$ cat src/rtl/alarm_timekeeper_if.sv
// Control/load inputs and time/alarm outputs of the alarm timekeeper.
interface alarm_timekeeper_if;
  logic       tick;
  logic       set_time;
  logic       set_alarm;
  logic [4:0] set_hour;
  logic [5:0] set_min;
  logic [2:0] set_day;
  logic       alarm_en;
  logic       snooze;
  logic       stop;
  logic [5:0] sec;
  logic [5:0] min;
  logic [4:0] hour;
  logic [2:0] day;
  logic       ring;
  logic       day_wrap;

  modport master (
    output tick, set_time, set_alarm, set_hour, set_min, set_day,
           alarm_en, snooze, stop,
    input  sec, min, hour, day, ring, day_wrap
  );

  modport slave (
    input  tick, set_time, set_alarm, set_hour, set_min, set_day,
           alarm_en, snooze, stop,
    output sec, min, hour, day, ring, day_wrap
  );
endinterface

$ cat src/rtl/alarm_timekeeper.sv
// Weekly time-of-day counter with a weekday alarm, snooze and ring timeout.
module alarm_timekeeper #(
  parameter int unsigned SNOOZE_MIN = 5,
  parameter int unsigned RING_SEC   = 60
) (
  input  logic              clk,
  input  logic              rst_n,
  alarm_timekeeper_if.slave bus
);
  localparam int unsigned SNZ_W  = 12;
  localparam int unsigned RING_W = 8;
  localparam logic [SNZ_W-1:0]  SNZ_LOAD  = SNZ_W'(SNOOZE_MIN * 60);
  localparam logic [RING_W-1:0] RING_LOAD = RING_W'(RING_SEC);

  typedef enum logic [1:0] {IDLE, RINGING, SNOOZED} state_t;

  state_t state, state_nx;
  logic [5:0] sec_q, min_q, al_min_q;
  logic [4:0] hour_q, al_hour_q;
  logic [2:0] day_q;
  logic       ring_q, wrap_q, ring_nx;
  logic [RING_W-1:0] ring_left, ring_left_nx;
  logic [SNZ_W-1:0]  snz_left, snz_left_nx;

  logic       sec_wrap, min_wrap, hour_wrap, day_carry, advance, trigger;
  logic [5:0] sec_inc, min_inc;
  logic [4:0] hour_inc;
  logic [2:0] day_inc;

  // Incremented time, used both for the tick update and the alarm match
  always_comb begin
    sec_wrap  = (sec_q == 6'd59);
    min_wrap  = (min_q == 6'd59);
    hour_wrap = (hour_q == 5'd23);
    day_carry = sec_wrap & min_wrap & hour_wrap;
    sec_inc   = sec_wrap ? 6'd0 : sec_q + 6'd1;
    min_inc   = sec_wrap ? (min_wrap ? 6'd0 : min_q + 6'd1) : min_q;
    hour_inc  = (sec_wrap & min_wrap) ? (hour_wrap ? 5'd0 : hour_q + 5'd1) : hour_q;
    day_inc   = day_carry ? ((day_q == 3'd6) ? 3'd0 : day_q + 3'd1) : day_q;
    advance   = bus.tick & ~bus.set_time;
    trigger   = advance & bus.alarm_en & sec_wrap &
                (hour_inc == al_hour_q) & (min_inc == al_min_q) &
                (day_inc >= 3'd1) & (day_inc <= 3'd5);
  end

  // Time and alarm registers; out-of-range load fields leave their register alone
  always_ff @(posedge clk or negedge rst_n) begin
    if (!rst_n) begin
      sec_q     <= '0;
      min_q     <= '0;
      hour_q    <= '0;
      day_q     <= '0;
      wrap_q    <= 1'b0;
      al_hour_q <= '0;
      al_min_q  <= '0;
    end else begin
      wrap_q <= advance & day_carry;
      if (bus.set_time) begin
        sec_q <= '0;
        if (bus.set_hour <= 5'd23) hour_q <= bus.set_hour;
        if (bus.set_min  <= 6'd59) min_q  <= bus.set_min;
        if (bus.set_day  != 3'd7)  day_q  <= bus.set_day;
      end else if (bus.tick) begin
        sec_q  <= sec_inc;
        min_q  <= min_inc;
        hour_q <= hour_inc;
        day_q  <= day_inc;
      end
      if (bus.set_alarm) begin
        if (bus.set_hour <= 5'd23) al_hour_q <= bus.set_hour;
        if (bus.set_min  <= 6'd59) al_min_q  <= bus.set_min;
      end
    end
  end

  // FSM state register with its countdowns and the registered ring output
  always_ff @(posedge clk or negedge rst_n) begin
    if (!rst_n) begin
      state     <= IDLE;
      ring_q    <= 1'b0;
      ring_left <= '0;
      snz_left  <= '0;
    end else begin
      state     <= state_nx;
      ring_q    <= ring_nx;
      ring_left <= ring_left_nx;
      snz_left  <= snz_left_nx;
    end
  end

  // Next state; stop beats snooze, disarming beats everything
  always_comb begin
    state_nx = state;
    if (!bus.alarm_en) begin
      state_nx = IDLE;
    end else begin
      unique case (state)
        IDLE:    if (trigger) state_nx = RINGING;
        RINGING: begin
          if (bus.stop)                                  state_nx = IDLE;
          else if (bus.snooze)                           state_nx = SNOOZED;
          else if (bus.tick && ring_left == RING_W'(1))  state_nx = IDLE;
        end
        SNOOZED: begin
          if (bus.stop)                                  state_nx = IDLE;
          else if (bus.tick && snz_left == SNZ_W'(1))    state_nx = RINGING;
        end
        default: state_nx = IDLE;
      endcase
    end
  end

  // Countdown loads on entry, decrements on ticks while in the owning state
  always_comb begin
    ring_left_nx = ring_left;
    snz_left_nx  = snz_left;
    ring_nx      = (state_nx == RINGING);
    if (state != RINGING && state_nx == RINGING)
      ring_left_nx = RING_LOAD;
    else if (state == RINGING && bus.tick)
      ring_left_nx = ring_left - RING_W'(1);
    if (state == RINGING && state_nx == SNOOZED)
      snz_left_nx = SNZ_LOAD;
    else if (state == SNOOZED && bus.tick)
      snz_left_nx = snz_left - SNZ_W'(1);
  end

  assign bus.sec      = sec_q;
  assign bus.min      = min_q;
  assign bus.hour     = hour_q;
  assign bus.day      = day_q;
  assign bus.ring     = ring_q;
  assign bus.day_wrap = wrap_q;
endmodule
$ cat src/flat_wrapper.sv
// flat-port wrapper written by rule: the top's interface ports become plain ports
module alarm_timekeeper_flat 
#(
  parameter int unsigned SNOOZE_MIN = 5,
  parameter int unsigned RING_SEC   = 60
)
  (clk, rst_n, bus_tick, bus_set_time, bus_set_alarm, bus_set_hour, bus_set_min, bus_set_day, bus_alarm_en, bus_snooze, bus_stop, bus_sec, bus_min, bus_hour, bus_day, bus_ring, bus_day_wrap);
  alarm_timekeeper_if bus_i ();
  input  logic clk;
  input  logic rst_n;
  input wire logic [$bits(bus_i.tick)-1:0] bus_tick;
  input wire logic [$bits(bus_i.set_time)-1:0] bus_set_time;
  input wire logic [$bits(bus_i.set_alarm)-1:0] bus_set_alarm;
  input wire logic [$bits(bus_i.set_hour)-1:0] bus_set_hour;
  input wire logic [$bits(bus_i.set_min)-1:0] bus_set_min;
  input wire logic [$bits(bus_i.set_day)-1:0] bus_set_day;
  input wire logic [$bits(bus_i.alarm_en)-1:0] bus_alarm_en;
  input wire logic [$bits(bus_i.snooze)-1:0] bus_snooze;
  input wire logic [$bits(bus_i.stop)-1:0] bus_stop;
  output wire logic [$bits(bus_i.sec)-1:0] bus_sec;
  output wire logic [$bits(bus_i.min)-1:0] bus_min;
  output wire logic [$bits(bus_i.hour)-1:0] bus_hour;
  output wire logic [$bits(bus_i.day)-1:0] bus_day;
  output wire logic [$bits(bus_i.ring)-1:0] bus_ring;
  output wire logic [$bits(bus_i.day_wrap)-1:0] bus_day_wrap;
  assign bus_i.tick = bus_tick;
  assign bus_i.set_time = bus_set_time;
  assign bus_i.set_alarm = bus_set_alarm;
  assign bus_i.set_hour = bus_set_hour;
  assign bus_i.set_min = bus_set_min;
  assign bus_i.set_day = bus_set_day;
  assign bus_i.alarm_en = bus_alarm_en;
  assign bus_i.snooze = bus_snooze;
  assign bus_i.stop = bus_stop;
  assign bus_sec = bus_i.sec;
  assign bus_min = bus_i.min;
  assign bus_hour = bus_i.hour;
  assign bus_day = bus_i.day;
  assign bus_ring = bus_i.ring;
  assign bus_day_wrap = bus_i.day_wrap;
  alarm_timekeeper #(.SNOOZE_MIN(SNOOZE_MIN), .RING_SEC(RING_SEC)) u_core (.clk(clk), .rst_n(rst_n), .bus(bus_i));
endmodule
$ cat config.mk
export PLATFORM = sky130hd
export DESIGN_NAME = alarm_timekeeper_flat
export DESIGN_NICKNAME = d
export VERILOG_FILES = /design/src/rtl/alarm_timekeeper_if.sv /design/src/rtl/alarm_timekeeper.sv /design/src/flat_wrapper.sv
export SDC_FILE = /design/constraint.sdc
export NUM_CORES = 1
export LEC_CHECK = 0
export CORE_UTILIZATION = 60
export DETAILED_ROUTE_END_ITERATION = 8
export GPL_TIMING_DRIVEN = 0
export PLACE_DENSITY = 0.85
export SLEW_MARGIN = 20
export SYNTH_ARGS = -nofsm -noshare
export SYNTH_HDL_FRONTEND = slang
export SYNTH_SLANG_ARGS = --single-unit
$ cat constraint.sdc
create_clock -name clk -period 4.8 [get_ports clk]
set_clock_uncertainty 0.2 [all_clocks]
set_input_delay 0.48 -clock clk [delete_from_list [all_inputs] [get_ports clk]]
set_output_delay 0.48 -clock clk [all_outputs]
set_load 0.02 [all_outputs]
==> results.md <==
- Fill cells: 453
- Final min period: 3550 ps
- Synthesized instance count: 394
- Num CTS Buffers: 5
- First-pass GRT wire length: 14000 um
- Vias: 3165
- Multi-input logic area: 0.00197 sq mm
- Seq/Total Area, Yosys: 39.7%
- Overall Power: 1.03 mW
- Critical path class: register to register
- Place WS: 1340 ps
- Min-delay worst type: input pin to asynchronous set/reset pin
- Buffers on Ports: 41
- Clock tree buffer depth: 2
- Final wirelength: 8510 um
- Post-layout net count: 471
- Worst Slack Setup Final: 1250 ps
- Number of synthesized flops with an enable pin: 0
- Initial core utilization: 62.5%
- Final setup viols: 0
- Post-CTS Hold Fix Bufs: 0
- I/O pins: 44
- Most common cell after layout, fill and taps aside: dfrtp_1
- CTS root buffer: clkbuf_8
- Die area: 0.00608 sq mm
- Antenna viol nets, final: 0
- DR vias/cell: 6.15
- Distinct cell type count after synthesis: 60
- Largest net degree at the start of global routing: 56
- Clock slew at reported path FFs: 100 ps
- R2R depth: 9
- Vias in the first global route: 2965
- Critical path fanouts, max: 8
- Maxcap violations: 0
- Cts repair resizes: 0
- Skew-Pair Late Insertion Delay: 320 ps
- Max-slew headroom: 46.6%
- CTS tree: built
- Unrepaired setup endpoints after global routing: no
- Ratio of cells with drive above 1 in the final layout: 7.22%
- Mean Syn Cell Area: 8.79 sq um
- # rows: 27
- Wire length per cell: 16.5 um
- Worst Tran Pin Value: 781 ps
- Crit path DAT: 3550 ps
- Final worst path period share: 74.1%
- H-tree depth: 2
- Post-CTS setup repair buffer count: 0
- Slew Limit Fails: 0
- Area Overhead vs Synth: 16.8%
- Maximum vdd drop: 153 uV
- RD Place Congestion: 0.938
- Ys Warns: 0
- Setup tns final: 0 ps
- Type of origin of the critical path: register
- Asr flop ratio synth: 100%
- Post-Syn Area: 0.00346 sq mm
- Final hold violations: 0
- Initial antenna violation count: 0
- Status: finished, final reports clean
- Hold slack: 3.13 ps
- Synth Register Bits: 55
- DP Wirelength: 6330 um
- Synthesized Nets: 423
- Crit path required time: 4790 ps
- Die height: 78.0 um
- 1st-iter DRT viols: 294
- Remaining global-route overflow: 0
- Ys flop type: dfrtp_1
- Lkg Pwr: 1.74 nW
- Pwr per Cell Area: 254 mW/mm^2
- Total global-route track usage: 29.4%
- N_diodes: 0
- First-pass DRT Iterations: 5
- Register area: 0.00138 sq mm
- Max Fclk: 281 MHz
- Layout Utilization: 73.0%
- Crit. End Element: register
- DRC violations left: 0
- Commonest cells after routing, fill and taps aside: dfrtp_1 (55), nor2_1 (47), nand2_1 (43)
- # clock sinks: 55
- Core box area: 0.00554 sq mm
- Die width: 78.0 um
[final timing paths]
kind	startpoint	end	slack, ps
min reg2reg	u_core.al_hour_q[1]$_DFFE_PN0P_	u_core.al_hour_q[1]$_DFFE_PN0P_	340
max in group asynchronous	rst_n	u_core.bus.min[2]$_DFFE_PN0P_	3940
max reg2reg	u_core.bus.min[0]$_DFFE_PN0P_	u_core.ring_left[1]$_DFFE_PN0P_	1250
min in group clk	u_core.al_hour_q[1]$_DFFE_PN0P_	u_core.al_hour_q[1]$_DFFE_PN0P_	340
max	u_core.bus.min[0]$_DFFE_PN0P_	u_core.ring_left[1]$_DFFE_PN0P_	1250
min	rst_n	u_core.al_hour_q[2]$_DFFE_PN0P_	3
[Yosys cell counts (all sizes together) (2+ instances only)]
library cell / n / area share, %
mux2i: 6 / 1.7
nor2b: 11 / 2.0
o221ai: 2 / 0.51
a211oi: 4 / 0.87
a21oi: 25 / 3.9
inv: 15 / 1.6
a31oi: 7 / 1.3
nand4b: 5 / 1.7
nand3b: 4 / 0.87
nor4: 15 / 3.3
clkbuf: 12 / 1.3
nor4b: 2 / 0.51
and3b: 2 / 0.51
or3: 3 / 0.54
ha: 7 / 2.5
a22oi: 5 / 1.1
or3b: 3 / 0.76
or4: 8 / 2.0
and2: 3 / 0.54
and3: 6 / 1.1
nand2b: 5 / 0.90
xor2: 7 / 1.8
nand2: 43 / 4.7
o22ai: 2 / 0.36
nand4: 6 / 1.1
nand3: 10 / 1.4
mux2: 9 / 2.9
a2111oi: 3 / 0.76
o21ai: 22 / 3.2
nor2: 47 / 5.1
a311oi: 2 / 0.51
xnor2: 15 / 3.8
buf: 2 / 0.29
nor3: 5 / 0.72
dfrtp: 55 / 40
a221oi: 2 / 0.51
[layout make-up]
cell class / instances / area share [%]
repair buffers: 41 / 10.1
inverters: 15 / 1.39
well taps: 72 / 2.23
multi-input cells: 310 / 48.8
plain buffers: 14 / 1.39
flip-flops and latches: 55 / 34.0
clock buffers: 6 / 1.79
clock inverters: 2 / 0.309
[layer usage]
metal / track usage (%) / vias up / routed length (um)
met1: 40.3 / 1505 / 3860
met2: 47.3 / 107 / 4050
met3: 6.12 / 13 / 484
met5: 0 / - / 0
li1: - / 1540 / -
met4: 8.15 / 0 / 111
[registers in the layout, summed over array words and instances (netlist names)]
signal	count
u_core.bus.day	3
u_core.al_hour_q	5
u_core.al_min_q	6
u_core.ring_left	8
u_core.bus.sec	6
u_core.bus.ring	1
u_core.snz_left	12
u_core.bus.day_wrap	1
u_core.bus.min	6
u_core.state	2
u_core.bus.hour	5
[cell families (layout without fill, tap and decap cells)]
logic type      Yosys count  in the layout  share of synthesized area (%)
compound gates           85             85                           15.8
fa+ha+maj                 7              7                           2.53
buf+inv                  29             78                           3.25
flops                    55             55                           39.7
simple gates            181            181                           28.4
xor+xnor                 22             22                           5.56
mux                      15             15                           4.66
[stage by stage]
stage	area, sq um	cells
after detailed placement	3960	507
final	4050	515
after global placement	3960	507
after floorplan	3460	394
after CTS	4050	515
after global routing	4050	515
[power breakdown]
part | switching (mW) | internal, mW | total (mW)
combinational | 0.133 | 0.109 | 0.242
clock | 0.155 | 0.102 | 0.257
sequential | 0.0376 | 0.490 | 0.527
total | 0.325 | 0.702 | 1.03
[worst max-delay path: stages, from the launching register on]
cell	delay (ps)
dfrtp_1	500
ha_1	320
nand4b_1	290
nor4_2	540
mux2_2	390
mux2i_1	120
nand4_1	120
or4_4	570
a21oi_4	260
o22ai_1	100
No activity file was read; power rests on OpenSTA's default activity.
